===== src/rtl/mul_32_seq.sv =====
// mul_32_seq: iterative shift-add multiplier, WIDTH x WIDTH -> 2*WIDTH.
// Signed operands are reduced to magnitudes. The sign is reapplied in a single
// fix-up cycle. The result is returned as HI/LO halves.
module mul_32_seq #(
    parameter int WIDTH = 32,
    parameter int CNT_W = 6
) (
    input  logic             clk,
    input  logic             reset,
    input  logic             start,
    input  logic             signed_op,
    input  logic [WIDTH-1:0] S,
    input  logic [WIDTH-1:0] T,
    output logic             busy,
    output logic             done,
    output logic [WIDTH-1:0] Y_hi,
    output logic [WIDTH-1:0] Y_lo
);

    localparam logic [1:0] ST_IDLE = 2'd0;
    localparam logic [1:0] ST_CALC = 2'd1;
    localparam logic [1:0] ST_FIX  = 2'd2;

    localparam logic [CNT_W-1:0] LAST_CNT = CNT_W'(WIDTH - 1);

    logic [1:0]         r_state;
    logic [CNT_W-1:0]   r_cnt;
    logic [2*WIDTH-1:0] r_mcand;   // multiplicand, pre-shifted left by r_cnt
    logic [2*WIDTH-1:0] r_acc;
    logic [WIDTH-1:0]   r_mplier;  // multiplier, consumed LSB-first
    logic               r_neg;
    logic               r_busy;
    logic               r_done;
    logic [WIDTH-1:0]   r_y_hi;
    logic [WIDTH-1:0]   r_y_lo;

    logic [WIDTH-1:0]   w_s_mag;
    logic [WIDTH-1:0]   w_t_mag;
    logic [2*WIDTH-1:0] w_acc_next;
    logic [2*WIDTH-1:0] w_result;

    // Operand magnitudes. The most negative value negates to itself, and that is
    // its correct unsigned magnitude.
    always_comb begin
        w_s_mag = (signed_op && S[WIDTH-1]) ? (~S + WIDTH'(1)) : S;
        w_t_mag = (signed_op && T[WIDTH-1]) ? (~T + WIDTH'(1)) : T;
    end

    // One partial product per iteration. The final sign is applied in FIX.
    always_comb begin
        w_acc_next = r_mplier[0] ? (r_acc + r_mcand) : r_acc;
        w_result   = r_neg ? (~r_acc + (2*WIDTH)'(1)) : r_acc;
    end

    // Control FSM and datapath registers.
    always_ff @(posedge clk) begin
        if (!reset) begin
            r_state  <= ST_IDLE;
            r_cnt    <= '0;
            r_mcand  <= '0;
            r_acc    <= '0;
            r_mplier <= '0;
            r_neg    <= 1'b0;
            r_busy   <= 1'b0;
            r_done   <= 1'b0;
            r_y_hi   <= '0;
            r_y_lo   <= '0;
        end else begin
            case (r_state)
                ST_IDLE: begin
                    r_done <= 1'b0;
                    if (start) begin
                        r_mcand  <= {{WIDTH{1'b0}}, w_s_mag};
                        r_mplier <= w_t_mag;
                        r_neg    <= signed_op & (S[WIDTH-1] ^ T[WIDTH-1]);
                        r_acc    <= '0;
                        r_cnt    <= '0;
                        r_busy   <= 1'b1;
                        r_state  <= ST_CALC;
                    end
                end
                ST_CALC: begin
                    r_acc    <= w_acc_next;
                    r_mcand  <= r_mcand << 1;
                    r_mplier <= r_mplier >> 1;
                    r_cnt    <= r_cnt + CNT_W'(1);
                    if (r_cnt == LAST_CNT)
                        r_state <= ST_FIX;
                end
                ST_FIX: begin
                    r_y_hi  <= w_result[2*WIDTH-1:WIDTH];
                    r_y_lo  <= w_result[WIDTH-1:0];
                    r_done  <= 1'b1;
                    r_busy  <= 1'b0;
                    r_state <= ST_IDLE;
                end
                default: begin
                    r_state <= ST_IDLE;
                    r_busy  <= 1'b0;
                    r_done  <= 1'b0;
                end
            endcase
        end
    end

    assign busy = r_busy;
    assign done = r_done;
    assign Y_hi = r_y_hi;
    assign Y_lo = r_y_lo;

endmodule


===== config.mk =====
export PLATFORM = sky130hd
export DESIGN_NAME = mul_32_seq
export DESIGN_NICKNAME = d
export VERILOG_FILES = /design/src/rtl/mul_32_seq.sv
export SDC_FILE = /design/constraint.sdc
export NUM_CORES = 1
export LEC_CHECK = 0
export ABC_AREA = 1
export CORE_MARGIN = 2
export CORE_UTILIZATION = 39
export DETAILED_ROUTE_END_ITERATION = 8
export GPL_ROUTABILITY_DRIVEN = 0
export PLACE_DENSITY = 0.68
export SLEW_MARGIN = 20
export SYNTH_ARGS = -nofsm -noshare
export SYNTH_HDL_FRONTEND = slang
export SYNTH_SLANG_ARGS = --single-unit

===== constraint.sdc =====
create_clock -name clk -period 2.8 [get_ports clk]
set_clock_uncertainty 0.1 [all_clocks]
set_input_delay 0.28 -clock clk [delete_from_list [all_inputs] [get_ports clk]]
set_output_delay 0.28 -clock clk [all_outputs]
set_load 0.01 [all_outputs]

==> results.toml, run 1 <==
[min_path]
holdPathEnd = "r_mcand[0]$_SDFFE_PN0P_"
worstHoldPathType = "input port to register"
min-delay-start = "S[0]"
hold_path_depth = 3

[clock_network]
cts-resized-gates = 0
htreeDepth = 1
cts_buffers = 29
cts_hold_buf = 1
cts.clk_slew.worst_paths_ns = 0.06
clock_sinks = 235
cts_tree = "done"
cts.path.max_buffers = 3
clk_latency_ns = 0.59
post_cts_buffers = 0
cts_root_buffer = "clkbuf_16"

[placed_design]
dp_hpwl_um = 45850
dp_slack_ns = 0.3169
numPortBuffers = 133

[floorplan]
ios = 134
dieArea_sq_mm = 0.04786
core_area_sq_mm = 0.04548
std_cell_rows = 78
die_w_um = 218.8
die_y_um = 218.8
initial_core_util_pct = 39.55

[routing]
wl_met3_um = 3949
drt-total-wl_um = 58270
drc = 0
ant_nets = 0
via_count = 19693
drt_iter0_drc = 1423
first_pass_iters = 5
top_layer = "met4"
wl_per_cell_um = 15.08
met1_length_um = 26620
via_per_inst = 5.095
wl_met2_um = 25830

[setup_path]
cp_data_arrival_time_ns = 2.90
crit_fanout = 6
cp_common_cell = "nand2_1"
max_stage_delay_ns = 0.50
r2r_cells = 12
crit_chain = "ha_1 -> nand2_1 -> nor2_1 -> inv_1 -> nor3_2 -> nand2_1 -> nor3_1 -> nand2_1 -> nand2_1 -> nand2_1 -> nand3_1 -> a21oi_1"
reg2reg_slack_ns = 0.23
reg2reg_to = "r_acc[60]$_SDFFE_PN0P_"
cp-end-kind = "register"
cpMaxStageDelayCell = "ha_1"
cp-start-kind = "register"
critical_path_class = "register to register"
worstPathRequired_ns = 3.13
reg2reg_from = "r_acc[39]$_SDFFE_PN0P_"

[final_layout]
num-fill-cells = 4918
nets = 3379
antenna_cells = 0
final_layout_size_suffix_gt1_share_pct = 5.819
area_growth_syn_to_layout_pct = 17.88

[yosys]
synth_warnings = 0
synthDistinctLibCells = 48
ys.flop_type = "dfxtp_1"
ys_seq_elements = 235
syn_nets = 3260
yosysSeqAreaShare_pct = 26.15
async_flop_share_pct = 0
avgSynthCellArea_sq_um = 5.758
syn_area_sq_mm = 0.01799
synth_cells = 3124
synth_edf_count = 0

[sta]
hold_ws_ns = 0.1975
tightest_slew_ns = 0.7809
rsz0062_at_grt = "false"
tns_ns = 0
hold_viol = 0
slew_violations = 0
clock.fmax_mhz = 389.6
finalCritPeriodShare_pct = 91.67
worst_slack_ns = 0.2333
post-route-min-period_ns = 2.567
setup_viol = 0
relSlewSlack_pct = 47.88

[pwr]
vdd_ir_drop_max_mv = 0.4331
powerDensity_mw_per_mm2 = 412.2
p_total_uw = 8740
p_leak_uw = 0.01067

[global_routing]
grt.overflow.total = 0
grt_pass1_vias = 18219
grt_first_pass_wirelength_um = 94190
grt_max_degree = 63
gr-usage-all-layers_pct = 24.38
antenna_found_initial = 0

[job]
maxCapViolations = 0

[status]
status = "finished clean"
==> worst max-delay path: cells and delay by family (launching register included) <==
family          cells  cell delay (ns)
compound gates      1             0.06
fa+ha+maj           1             0.50
flops               1             0.44
buf+inv             1             0.09
simple gates        9             1.23
==> metal layers <==
layer	track usage [%]	up-vias
li1	-	10210
met1	33.33	8757
met2	39.92	603
met3	2.352	123
met4	8.581	0
met5	0	-
==> power breakdown <==
group | switching (uW) | internal (uW) | leakage [uW]
logic | 742 | 404 | 0.00827
clock network | 1630 | 2450 | 0.000490
registers | 81.7 | 3430 | 0.00190
==> kinds of logic (layout without fill, tap and decap cells) <==
group                    after synthesis  after routing  share of synthesized area, %
buffers and inverters                597            738                         12.53
AO/OA/AOI/OAI                        462            462                         14.54
AND/OR/NAND/NOR                     1725           1725                         40.20
XOR/XNOR                              37             37                         1.802
flip-flops                           235            235                         26.15
adder cells (fa/ha/maj)               68             68                         4.772
==> state kept, by name, indices dropped and copies added, names as in the netlist <==
register  count
done          1
r_mcand      64
Y_lo         32
busy          1
r_neg         1
r_mplier     32
r_cnt         6
r_acc        64
r_state       2
Y_hi         32
==> synth_stat cells, drive strengths merged (6+ instances only) <==
cell       n  area share, %
xor2      35            1.7
nand2   1096             23
inv      502             10
nand4     31            1.1
nand3    244            7.0
buf       18           0.45
nor4      11           0.38
o21ai    126            3.7
nor2     264            6.0
a22oi     25            1.0
clkbuf    74            1.5
o211ai    16           0.67
nand3b    12           0.50
o221ai     6           0.29
nor3      31           0.98
o22ai     32            1.1
a31oi     38            1.3
or2       31            1.1
dfxtp    235             26
a21oi    199            5.5
ha        67            4.7
==> how the worst max path moves through the flow <==
stage                                  from                     end  slack [ns]
floorplan           r_mcand[0]$_SDFFE_PN0P_  r_acc[48]$_SDFFE_PN0P_        0.80
detailed placement  r_mcand[0]$_SDFFE_PN0P_  r_acc[62]$_SDFFE_PN0P_        0.32
global route          r_acc[0]$_SDFFE_PN0P_  r_acc[62]$_SDFFE_PN0P_        0.02
finish               r_acc[39]$_SDFFE_PN0P_  r_acc[60]$_SDFFE_PN0P_        0.23
global placement    r_mcand[0]$_SDFFE_PN0P_  r_acc[62]$_SDFFE_PN0P_        0.34
CTS                 r_mcand[0]$_SDFFE_PN0P_  r_acc[62]$_SDFFE_PN0P_        0.29
==> cells in the final DEF, fill, tap and decap left out, types with 5 or more instances in the layout <==
cell,instances
o21ai_1,32
a22oi_1,25
buf_4,41
bufinv_16,5
nand3_2,8
nand4_1,31
a21oi_1,199
nand2_2,9
nand3b_1,12
clkdlybuf4s50_1,132
nand2_1,1087
nor2_2,11
nor4_1,11
clkbuf_16,29
nor2_4,11
or2_2,26
xor2_1,35
o21ai_0,89
inv_2,16
nand3_1,236
a31oi_1,38
nor3_1,28
clkinvlp_4,7
inv_1,486
buf_12,6
nor2_1,242
ha_1,67
dfxtp_1,234
o211ai_1,16
o22ai_1,32
o221ai_1,6
==> stage by stage <==
step / area, sq um / util, % / std cells
2_1_floorplan: 17990 / - / 3124
3_3_place_gp: 20150 / 44.32 / 3811
3_5_place_dp: 20150 / 44.32 / 3811
4_1_cts: 21200 / 46.62 / 3865
5_1_grt: 21200 / 46.62 / 3865
6_report: 21200 / 46.62 / 3865
==> layout make-up <==
class,instances,area (sq um),share of cell area [%]
Clock buffer,33,770.7,3.635
Clock inverter,20,269.0,1.269
Inverter,505,1898,8.951
Multi-Input combinational cell,2292,11050,52.12
Sequential cell,235,4706,22.19
Tap cell,600,750.7,3.540
Timing Repair Buffer,180,1759,8.296
Power figures use the tool's default switching activity.
==> run 2: changes to the inputs <==
--- a/config.mk
+++ b/config.mk
@@ -6,10 +6,9 @@
 export NUM_CORES = 1
 export LEC_CHECK = 0
 export ABC_AREA = 1
-export CORE_MARGIN = 2
+export CORE_MARGIN = 3
 export CORE_UTILIZATION = 39
 export DETAILED_ROUTE_END_ITERATION = 8
-export GPL_ROUTABILITY_DRIVEN = 0
 export PLACE_DENSITY = 0.68
 export SLEW_MARGIN = 20
 export SYNTH_ARGS = -nofsm -noshare
==> results.toml, run 2 (synthesis gave the netlist of run 1 again) <==
[final_layout]
nets = 3380
ff_latch_area_sq_mm = 0.004706
area_growth_syn_to_layout_pct = 17.92
top_regs = "r_acc (64), r_mcand (64)"
final_layout_size_suffix_gt1_share_pct = 5.879
multi_input_area_sq_mm = 0.01105
final_cell_mix = "nand2_1, inv_1, nor2_1"
num-fill-cells = 4848
antenna_cells = 0
final_common_cell = "nand2_1"

[job]
maxCapViolations = 0

[setup_path]
critical_path_class = "register to register"
crit_path_start = "r_mcand[0]$_SDFFE_PN0P_"
reg2reg_to = "r_acc[46]$_SDFFE_PN0P_"
cp_common_cell = "nand2_1"
cp_data_arrival_time_ns = 2.86
crit_chain = "ha_1 -> inv_1 -> fa_1 -> nor2_2 -> nand2_1 -> nand3_1 -> nand2_1 -> nand2_1 -> nand2_1 -> nand2_1 -> nand2_1 -> nand2_1 -> nand2_1 -> nand3_1 -> a21oi_1"
cp-start-kind = "register"
reg2reg_slack_ns = 0.29
cp-end-kind = "register"
r2r_cells = 15
crit_fanout = 4
max_stage_delay_ns = 0.41
crit_path_end = "r_acc[46]$_SDFFE_PN0P_"
reg2reg_from = "r_mcand[0]$_SDFFE_PN0P_"
worstPathRequired_ns = 3.16
cpMaxStageDelayCell = "fa_1"

[global_routing]
antenna_found_initial = 0
grt_max_degree = 81
grt_pass1_vias = 17730
grt.overflow.total = 0
grt_first_pass_wirelength_um = 92430
gr-usage-all-layers_pct = 23.55

[sta]
finalCritPeriodShare_pct = 89.51
setup_viol = 0
tightest_slew_ns = 0.6993
tns_ns = 0
post-route-min-period_ns = 2.506
slew_violations = 0
worst_slack_ns = 0.2938
hold_viol = 0
rsz0062_at_grt = "false"
clock.fmax_mhz = 399.0
relSlewSlack_pct = 53.33

[floorplan]
die_w_um = 220.8
die_y_um = 220.8
dieArea_sq_mm = 0.04874
initial_core_util_pct = 39.55
std_cell_rows = 78
core_area_sq_mm = 0.04548
ios = 134

[placed_design]
dp_hpwl_um = 46180
place_congestion = 0.9798
dp_slack_ns = 0.3037
numPortBuffers = 133

[routing]
via_count = 19634
first_pass_iters = 6
ant_nets = 0
wl_per_cell_um = 15.00
drt_iter0_drc = 1581
via_per_inst = 5.079
drt-total-wl_um = 58000
drc = 0

[status]
status = "finished clean"

[clock_network]
cts.path.max_buffers = 3
post_cts_buffers = 0
htreeDepth = 1
clock_sinks = 235
clk_latency_ns = 0.59
cts_root_buffer = "clkbuf_16"
cts_buffers = 28
cts.clk_slew.worst_paths_ns = 0.06
cts_tree = "done"

[min_path]
worstHoldPathType = "input port to register"
hold_path_depth = 3

[pwr]
powerDensity_mw_per_mm2 = 404.5
p_leak_uw = 0.01068
vdd_ir_drop_max_mv = 0.5535
[run 2: cell types whose count changed in the layout (fill, tap and decap cells not counted), sizes merged]
cell,delta
buf,+2
bufinv,-2
clkbuf,+5
clkinvlp,-3
inv,-1
[run 2: final cells by class]
| type | count | area share [%] |
|---|---|---|
| clock buffer | 38 | 3.905 |
| clock inverter | 14 | 0.8849 |
| inverter | 505 | 8.949 |
| multi-input combinational | 2292 | 52.11 |
| sequential | 235 | 22.19 |
| tap | 600 | 3.539 |
| timing repair buffer | 182 | 8.424 |
[run 2: routing by layer]
layer / part of all wire, % / global-route usage (%) / wire length (um)
met1: 46 / 32.20 / 26400
met2: 45 / 38.50 / 25830
met3: 6.7 / 2.774 / 3864
met4: 3.3 / 8.083 / 1905
met5: 0 / 0 / 0
[run 2: how the worst min path moves through the flow]
stage	startpoint	endpoint
2_1_floorplan	S[0]	r_mcand[0]$_SDFFE_PN0P_
3_3_place_gp	r_mplier[13]$_SDFFE_PN0P_	r_mplier[12]$_SDFFE_PN0P_
3_5_place_dp	r_mplier[31]$_SDFFE_PN0P_	r_mplier[31]$_SDFFE_PN0P_
4_1_cts	S[0]	r_mcand[0]$_SDFFE_PN0P_
5_1_grt	S[0]	r_mcand[0]$_SDFFE_PN0P_
6_report	S[0]	r_mcand[0]$_SDFFE_PN0P_
[run 2: worst max-delay path, delay by kind of cell (launching register included)]
kind,cells,cell delay [ns]
AOI/OAI and AO/OA,1,0.06
adders and majority gates,2,0.59
buffers and inverters,1,0.06
DFF,1,0.35
and+or+nand+nor,11,1.23
[run 2: through the flow]
stage	instance area, sq um	instances	util, %	power (uW)	hold WS, ns
after floorplan	17990	3124	-	4288	0.3290
after global placement	20180	3813	44.38	4714	0.3513
after detailed placement	20180	3813	44.38	4718	0.3588
after CTS	21210	3866	46.63	8649	0.1981
after global routing	21210	3866	46.64	8931	0.2269
final	21210	3866	46.64	8580	0.2120
[run 2: what timing repair did]
item                                    CTS  global route
endpoints found under the hold margin     4             0
hold buffers                              1             0
endpoints found under the setup margin    0             1
resized for setup                         0             1
[run 2: report_power, final]
group | total, uW | switching, uW | internal (uW)
clock | 3920 | 1560 | 2360
combinational | 1150 | 742 | 408
sequential | 3510 | 78.4 | 3430
total | 8580 | 2380 | 6200
